### src/rtl/led_pkg.sv
// Shared encodings for the LED pattern generator: pattern modes, bounce direction
// and the per-mode seed rule used when a new mode is loaded.
package led_pkg;

  typedef enum logic [1:0] {
    MODE_COUNT  = 2'd0,
    MODE_WALK   = 2'd1,
    MODE_BOUNCE = 2'd2,
    MODE_BLINK  = 2'd3
  } mode_e;

  typedef enum logic {
    DIR_UP   = 1'b0,
    DIR_DOWN = 1'b1
  } dir_e;

  localparam int PWM_W = 8;

  // WALK and BOUNCE start from a single lit LED; COUNT and BLINK start dark.
  function automatic logic seed_is_one(input mode_e m);
    return (m == MODE_WALK) || (m == MODE_BOUNCE);
  endfunction

endpackage

### src/rtl/led_pattern_gen_tick_div.sv
// Free-running prescaler: counts 0..DIV-1 and raises tick for the single cycle
// following each wrap. DIV=1 keeps tick high continuously after reset.
module tick_div #(
  parameter int DIV = 12_000_000
) (
  input  logic clk,
  input  logic rst_n,
  output logic tick
);

  localparam int           W    = $clog2(DIV + 1);
  localparam logic [W-1:0] LAST = W'(DIV - 1);

  logic [W-1:0] count;

  always_ff @(posedge clk or negedge rst_n) begin
    if (!rst_n) begin
      count <= '0;
      tick  <= 1'b0;
    end else if (count == LAST) begin
      count <= '0;
      tick  <= 1'b1;
    end else begin
      count <= count + W'(1);
      tick  <= 1'b0;
    end
  end

endmodule

### src/rtl/led_pattern_gen.sv
// Multi-channel LED pattern generator: COUNT / WALK / BOUNCE / BLINK with pause,
// single-step and output polarity. Define LED_PWM_EN to add the bright duty input.
module led_pattern_gen
  import led_pkg::*;
#(
  parameter int N_LED      = 4,
  parameter int TICK_DIV   = 12_000_000,
  parameter bit ACTIVE_LOW = 1'b0
) (
  input  logic             clk,
  input  logic             rst_n,
  input  logic [1:0]       mode,
  input  logic             pause,
  input  logic             step,
`ifdef LED_PWM_EN
  input  logic [PWM_W-1:0] bright,
`endif
  output logic [N_LED-1:0] led,
  output logic             tick
);

  localparam logic [N_LED-1:0] ONE      = N_LED'(1);
  localparam logic [N_LED-1:0] ALL_ONES = '1;
  localparam logic [N_LED-1:0] POL      = {N_LED{ACTIVE_LOW}};

  mode_e            mode_req;
  mode_e            mode_q;
  mode_e            mode_q_next;
  dir_e             dir;
  dir_e             dir_next;
  logic [N_LED-1:0] pat;
  logic [N_LED-1:0] pat_next;
  logic [N_LED-1:0] lit;
  logic             adv;

  tick_div #(
    .DIV(TICK_DIV)
  ) u_tick_div (
    .clk  (clk),
    .rst_n(rst_n),
    .tick (tick)
  );

  // STEP only matters while paused, so the two sources can never both fire.
  assign adv = (tick & ~pause) | (step & pause);

  always_ff @(posedge clk or negedge rst_n) begin
    if (!rst_n) begin
      mode_req <= MODE_COUNT;
      mode_q   <= MODE_COUNT;
      dir      <= DIR_UP;
      pat      <= '0;
    end else begin
      mode_req <= mode_e'(mode);
      mode_q   <= mode_q_next;
      dir      <= dir_next;
      pat      <= pat_next;
    end
  end

  always_comb begin
    mode_q_next = mode_q;
    dir_next    = dir;
    pat_next    = pat;
    if (adv) begin
      // A pending mode change consumes the advance: load the seed instead of stepping.
      if (mode_req != mode_q) begin
        mode_q_next = mode_req;
        dir_next    = DIR_UP;
        pat_next    = seed_is_one(mode_req) ? ONE : '0;
      end else begin
        unique case (mode_q)
          MODE_COUNT: begin
            pat_next = pat + ONE;
          end
          MODE_WALK: begin
            if (pat == '0) begin
              pat_next = ONE;
            end else begin
              pat_next = (pat << 1) | (pat >> (N_LED - 1));
            end
          end
          MODE_BOUNCE: begin
            if ((N_LED == 1) || (pat == '0)) begin
              pat_next = ONE;
              dir_next = DIR_UP;
            end else if (dir == DIR_UP) begin
              pat_next = pat << 1;
              if (pat_next[N_LED-1]) begin
                dir_next = DIR_DOWN;
              end
            end else begin
              pat_next = pat >> 1;
              if (pat_next[0]) begin
                dir_next = DIR_UP;
              end
            end
          end
          MODE_BLINK: begin
            pat_next = (pat == ALL_ONES) ? '0 : ALL_ONES;
          end
        endcase
      end
    end
  end

`ifdef LED_PWM_EN
  logic [PWM_W-1:0] pwm_cnt;
  logic [PWM_W-1:0] bright_q;
  logic [PWM_W-1:0] duty;

  // Brightness is captured at the start of each PWM period to avoid mid-period glitches.
  always_ff @(posedge clk or negedge rst_n) begin
    if (!rst_n) begin
      pwm_cnt  <= '0;
      bright_q <= '0;
    end else begin
      pwm_cnt <= pwm_cnt + PWM_W'(1);
      if (pwm_cnt == '0) begin
        bright_q <= bright;
      end
    end
  end

  assign duty = (pwm_cnt == '0) ? bright : bright_q;
  assign lit  = pat & {N_LED{pwm_cnt < duty}};
`else
  assign lit = pat;
`endif

  always_ff @(posedge clk or negedge rst_n) begin
    if (!rst_n) begin
      led <= POL;
    end else begin
      led <= lit ^ POL;
    end
  end

endmodule

### config.mk
export PLATFORM = sky130hd
export DESIGN_NAME = led_pattern_gen
export DESIGN_NICKNAME = d
export VERILOG_FILES = /design/src/rtl/led_pkg.sv /design/src/rtl/led_pattern_gen_tick_div.sv /design/src/rtl/led_pattern_gen.sv
export SDC_FILE = /design/constraint.sdc
export NUM_CORES = 1
export LEC_CHECK = 0
export CAP_MARGIN = 20
export CELL_PAD_IN_SITES_DETAIL_PLACEMENT = 1
export CELL_PAD_IN_SITES_GLOBAL_PLACEMENT = 1
export CORE_MARGIN = 5
export CORE_UTILIZATION = 46
export DETAILED_ROUTE_END_ITERATION = 12
export PLACE_DENSITY = 0.76
export SLEW_MARGIN = 10
export SYNTH_ARGS = -nofsm -noshare
export SYNTH_HDL_FRONTEND = slang
export SYNTH_SLANG_ARGS = --single-unit
### constraint.sdc
create_clock -name clk -period 2.77 [get_ports clk]
set_clock_uncertainty 0.05 [all_clocks]
set_input_delay 0.554 -clock clk [delete_from_list [all_inputs] [get_ports clk]]
set_output_delay 0.554 -clock clk [all_outputs]
set_load 0.1 [all_outputs]
==> results of run 1 <==
==> flip-flops by register name, summed over array words and instances (netlist names) <==
name,count
u_tick_div.count,24
led,4
lit,4
mode_q,2
mode_req,2
dir,1
u_tick_div.tick,1
==> cell type report <==
class	count	area [um2]	area share
Timing Repair Buffer	12	97.6	0.0451
Sequential cell	38	951	0.440
Tap cell	50	62.6	0.0289
Clock buffer	5	68.8	0.0318
Multi-Input combinational cell	142	917	0.424
Inverter	7	26.3	0.0121
Clock inverter	3	40.0	0.0185
==> where the power goes <==
part	internal, W	switching (W)	leakage (nW)	total (W)
Combinational	0.0000807	0.000181	0.375	0.000262
Clock	0.000265	0.000205	0.0579	0.000470
Sequential	0.000590	0.0000649	0.496	0.000655
==> cells in the final DEF (no fill, tap or decap), types with 7 or more instances in the layout <==
master   netlist  routed
nand3_1       11      11
a21oi_1       13      13
xnor2_1        9       9
inv_1          7       7
xor2_1         9       9
buf_4          1       7
nor2_1        15      15
dfrtp_1       38      38
nand2_1       16      16
nor3_1         9       9
==> metal layers <==
| layer | wire [um] | part of all wire |
|---|---|---|
| met1 | 2030 | 0.44 |
| met2 | 2310 | 0.51 |
| met3 | 163 | 0.036 |
| met4 | 62 | 0.014 |
| met5 | 0 | 0 |
==> critical path, delay by kind of cell, from the launching register on <==
| family | cells | cell delay (ns) |
|---|---|---|
| AOI/OAI and AO/OA | 1 | 0.16 |
| and+or+nand+nor | 3 | 1.42 |
| DFF | 1 | 0.46 |
==> metrics by stage <==
stage | utilization | cells
3_3_place_gp | 0.510 | 249
3_5_place_dp | 0.510 | 249
2_1_floorplan | - | 195
6_report | 0.537 | 257
5_1_grt | 0.537 | 257
4_1_cts | 0.537 | 257
==> cells by family (layout without fill, tap and decap cells) <==
logic type / count (synthesis) / in the layout / share of synthesized area
DFF: 38 / 38 / 0.493
muxes: 3 / 3 / 0.0168
buffers and inverters: 15 / 27 / 0.0324
AOI/OAI and AO/OA: 31 / 31 / 0.104
adders and majority gates: 3 / 3 / 0.0194
and+or+nand+nor: 87 / 87 / 0.253
xor gates and xnor gates: 18 / 18 / 0.0817
==> final timing paths <==
| check | from | end | cells after the start |
|---|---|---|---|
| setup / recovery | u_tick_div.count[8] | u_tick_div.count[21] | 4 |
| max in group asynchronous | rst_n | u_tick_div.count[4] | 1 |
| setup reg to reg | u_tick_div.count[8] | u_tick_div.count[21] | 4 |
| hold / removal | rst_n | u_tick_div.count[14] | 1 |
| min in group clk | u_tick_div.count[15] | u_tick_div.count[15] | 1 |
| hold reg to reg | u_tick_div.count[15] | u_tick_div.count[15] | 1 |
==> impl_metrics.json, run 1 <==
{
  "drt-initial-drc-count": 71,
  "slowest_stage": "or4_1",
  "criticalPathCategory": "register to register",
  "clock_sinks": 38,
  "gp_congestion": 0.902,
  "clk_latency_ns": 0.29,
  "hold_ws_ns": 0.315,
  "antenna_left": 0,
  "avgViaCountPerCell": 5.87,
  "busiest_layer": "met2",
  "clockRootBuffer": "clkbuf_8",
  "htree_levels": 2,
  "syn_area_per_cell_um2": 9.90,
  "max_clock_freq_mhz": 463,
  "grt_util_met2": 0.315,
  "synth_area_leaders": "dfrtp_1, xnor2_1, xor2_1",
  "cpPeakStageDelay_ns": 0.66,
  "antenna_cells": 0,
  "synth_seq_cells": 38,
  "dr.pass1.iters": 4,
  "synthesis.nets": 204,
  "netlist_top_cells_count": "dfrtp_1, nand2_1, nor2_1, a21oi_1, nand3_1",
  "p_total_w": 0.00139,
  "initial_core_util": 0.479,
  "period_needed_ns": 2.16,
  "worstPathRequired_ns": 2.94,
  "period_share": 0.780,
  "dp_slack_ns": 0.618,
  "arrival_ns": 2.33,
  "worst_pin_slew_ns": 0.850,
  "synth_seq_area_share": 0.493,
  "yosysMostFrequentCell": "dfrtp_1",
  "grt_pass1_wl_um": 7940,
  "p_per_area_nw_per_um2": 641,
  "fillers": 463,
  "die_y_um": 74.8,
  "cts_setup_buffers": 0,
  "postLayoutCellArea_um2": 2160,
  "io_buffers": 10,
  "syn_inst": 195,
  "gr-usage-met3": 0.0507,
  "ys.flop_type": "dfrtp_1",
  "rsz0062_at_grt": "false",
  "critPathCaptureType": "register",
  "nets": 215,
  "overflow": 0,
  "finalMaxSlewViolations": 0,
  "num_io_pins": 11,
  "synth_top_cell_area_share": 0.493,
  "cts_hold_buf": 0,
  "grt_use_total": 0.189,
  "first_global_vias": 1630,
  "setup_viol": 0,
  "routed_wl_um": 4560,
  "vias": 1508,
  "critPathLaunchType": "register",
  "gr-usage-met1": 0.241,
  "cts_resized": 0,
  "std_cell_rows": 23,
  "p_leak_nw": 0.929,
  "min_path_type": "input pin to async pin",
  "yosys_warnings": 0,
  "synth-edff-count": 0,
  "antenna_found_initial": 0,
  "hold_violations": 0,
  "finalWorstSetupSlack_ns": 0.610,
  "drive_gt1_frac": 0.121,
  "crit_path_cell_trace": "and4_1, nand4_1, or4_1, a21oi_1",
  "grt_max_degree": 39,
  "ys_async_sr_fraction": 1.00,
  "clkSlewWorstSetupHoldPaths_ns": 0.08,
  "cts_buffers": 5,
  "dieArea_um2": 5590,
  "clockBufferDepth": 2,
  "maxCapViolCount": 0,
  "area_growth_pct": 12.1,
  "dp_hpwl_um": 3210,
  "critPathMaxFanout": 14,
  "r2r_slack_ns": 0.61,
  "wl_per_cell_um": 17.7,
  "cts_tree": "done",
  "maxSlewHeadroom": 0.434,
  "dpl-instance-area_um2": 2050,
  "fin_tns_setup_ns": 0,
  "vdd_drop_max_mv": 0.291,
  "coreArea_um2": 4030,
  "status": "complete, no violations",
  "netlist_area_um2": 1930,
  "synth_cell_types": 43,
  "die_width_um": 74.8,
  "drc": 0,
  "yosys.area.top_type": "dfrtp_1"
}
(Power assumes the default switching activity.)
==> inputs of run 2 (changes only) <==
==> constraint.sdc (replaced) <==
create_clock -name clk -period 2.12 [get_ports clk]
set_clock_uncertainty 0.05 [all_clocks]
set_input_delay 0.424 -clock clk [delete_from_list [all_inputs] [get_ports clk]]
set_output_delay 0.424 -clock clk [all_outputs]
set_load 0.1 [all_outputs]
==> run 2 against run 1 <==
Against the previous run:
- first-iteration DRC count rose by 25%
- hold slack got worse by 0.31 ns
- flip-flop and latch count did not move
- largest cell class unchanged
- non-clock buffer count rose by 9
- sequential power rose by 24%
- setup slack got worse by 0.50 ns
- global-route usage fell by 0.36 points
- critical endpoint is now lit[2]
- die area did not move
- fmax rose by 7.5%
==> impl_metrics.json, run 2 (synthesis gave the netlist of run 1 again) <==
{
  "status": "complete, no violations",
  "period_share": 0.948,
  "overflow": 0,
  "vias": 1541,
  "cpPeakStageDelay_ns": 0.48,
  "crit_family": "compound AO/OA/AOI/OAI gates",
  "crit_path_cell_trace": "inv_1, ha_1, or3b_2, a21boi_0, a2111oi_0, nor3_1",
  "worst_pin_slew_ns": 0.434,
  "path_buf_inv": 1,
  "nets": 224,
  "setup_viol": 0,
  "postLayoutCellArea_um2": 2240,
  "grt_use_total": 0.185,
  "antenna_found_initial": 0,
  "finalWorstSetupSlack_ns": 0.110,
  "area_growth_pct": 16.2,
  "clockRootBuffer": "clkbuf_8",
  "largest_register_ffs": 24,
  "cts_hold_buf": 0,
  "dieArea_um2": 5590,
  "maxCapViolCount": 0,
  "clock_sinks": 38,
  "first_global_vias": 1655,
  "dp_slack_ns": 0.126,
  "clockBufferDepth": 2,
  "max_clock_freq_mhz": 498,
  "num_io_pins": 11,
  "grt_pass1_wl_um": 7810,
  "dp_hpwl_um": 3250,
  "largest-register": "u_tick_div.count",
  "critPathLaunchType": "register",
  "cts_setup_buffers": 0,
  "period_needed_ns": 2.01,
  "final_common_cell": "dfrtp_1",
  "hold_violations": 0,
  "fin_cells": 266,
  "drc": 0,
  "io_buffers": 10,
  "criticalPathCategory": "register to register",
  "grt_max_degree": 22,
  "hold_ws_ns": 0.00734,
  "initial_core_util": 0.479,
  "reg2reg_depth": 6,
  "critPathMaxFanout": 2,
  "worstPathRequired_ns": 2.24,
  "finalMaxSlewViolations": 0,
  "vdd_drop_max_mv": 0.446,
  "cts_buffers": 5,
  "maxSlewHeadroom": 0.703,
  "dp_cells": 258,
  "std_cell_rows": 23,
  "die_y_um": 74.8,
  "avgViaCountPerCell": 5.79,
  "most-common-layout-cells": "dfrtp_1, nand2_1, nor2_1, buf_4, a21oi_1",
  "rsz0062_at_grt": "false",
  "antenna_left": 0,
  "routed_wl_um": 4390,
  "wl_per_cell_um": 16.5,
  "dpl-instance-area_um2": 2130,
  "clk_latency_ns": 0.30,
  "dr.pass1.iters": 4,
  "die_width_um": 74.8,
  "drive_gt1_frac": 0.153,
  "antenna_cells": 0,
  "slowest_stage": "a2111oi_0",
  "critPathCaptureType": "register",
  "clkSlewWorstSetupHoldPaths_ns": 0.08,
  "htree_levels": 2,
  "path_depth": 6,
  "arrival_ns": 2.13,
  "min_path_type": "input pin to async pin",
  "fin_tns_setup_ns": 0,
  "p_leak_nw": 0.975,
  "coreArea_um2": 4030,
  "p_per_area_nw_per_um2": 820,
  "cts_tree": "done",
  "drt-initial-drc-count": 89,
  "gp_congestion": 0.887
}
==> run 2: cell types whose count changed in the layout (fill, tap and decap cells not counted) <==
cell      change
buf_4         +8
clkbuf_1      +2
clkinv_2      -2
buf_12        +1
or2_1         -1
or2_4         +1
==> run 2: worst paths after layout <==
| kind | startpoint | end | slack, ns |
|---|---|---|---|
| worst max-delay path | lit[0] | lit[2] | 0.11 |
| worst min-delay path | rst_n | mode_req[0] | 0.007 |
| worst max register to register | lit[0] | lit[2] | 0.11 |
| worst min register to register | u_tick_div.count[0] | u_tick_div.count[0] | 0.46 |
| max in group asynchronous | rst_n | u_tick_div.count[10] | 1.55 |
| min in group clk | u_tick_div.count[0] | u_tick_div.count[0] | 0.46 |
==> run 2: layer usage <==
metal	GRT usage	up-vias	part of all wire
met5	0	-	0
met4	0.0652	0	0.014
met3	0.0454	7	0.032
met2	0.330	20	0.51
met1	0.217	772	0.44
li1	-	742	-
==> run 2: cell type report <==
class,count,area (um2)
Tap cell,50,62.6
Multi-Input combinational cell,142,920
Sequential cell,38,951
Clock buffer,7,76.3
Inverter,7,26.3
Timing Repair Buffer,21,178
Clock inverter,1,30.0
Fill cell,457,1790
==> run 2: power by group <==
part           leakage [nW]  total, W  switching [W]  internal (W)
clock                0.0524  0.000605       0.000253      0.000352
combinational         0.426  0.000422       0.000288      0.000133
sequential            0.496  0.000814      0.0000422      0.000772
total                 0.975   0.00184       0.000583       0.00126
==> run 2: stage by stage <==
| stage | total power [W] | util |
|---|---|---|
| finish | 0.00184 | 0.557 |
| floorplan | 0.00110 | - |
| CTS | 0.00186 | 0.556 |
| global route | 0.00193 | 0.557 |
| detailed placement | 0.00125 | 0.530 |
| global placement | 0.00122 | 0.530 |
==> run 2: timing repair <==
action	CTS	global route
endpoints found under the setup margin	0	2
gates resized for setup	0	1
hold endpoints to repair	0	0
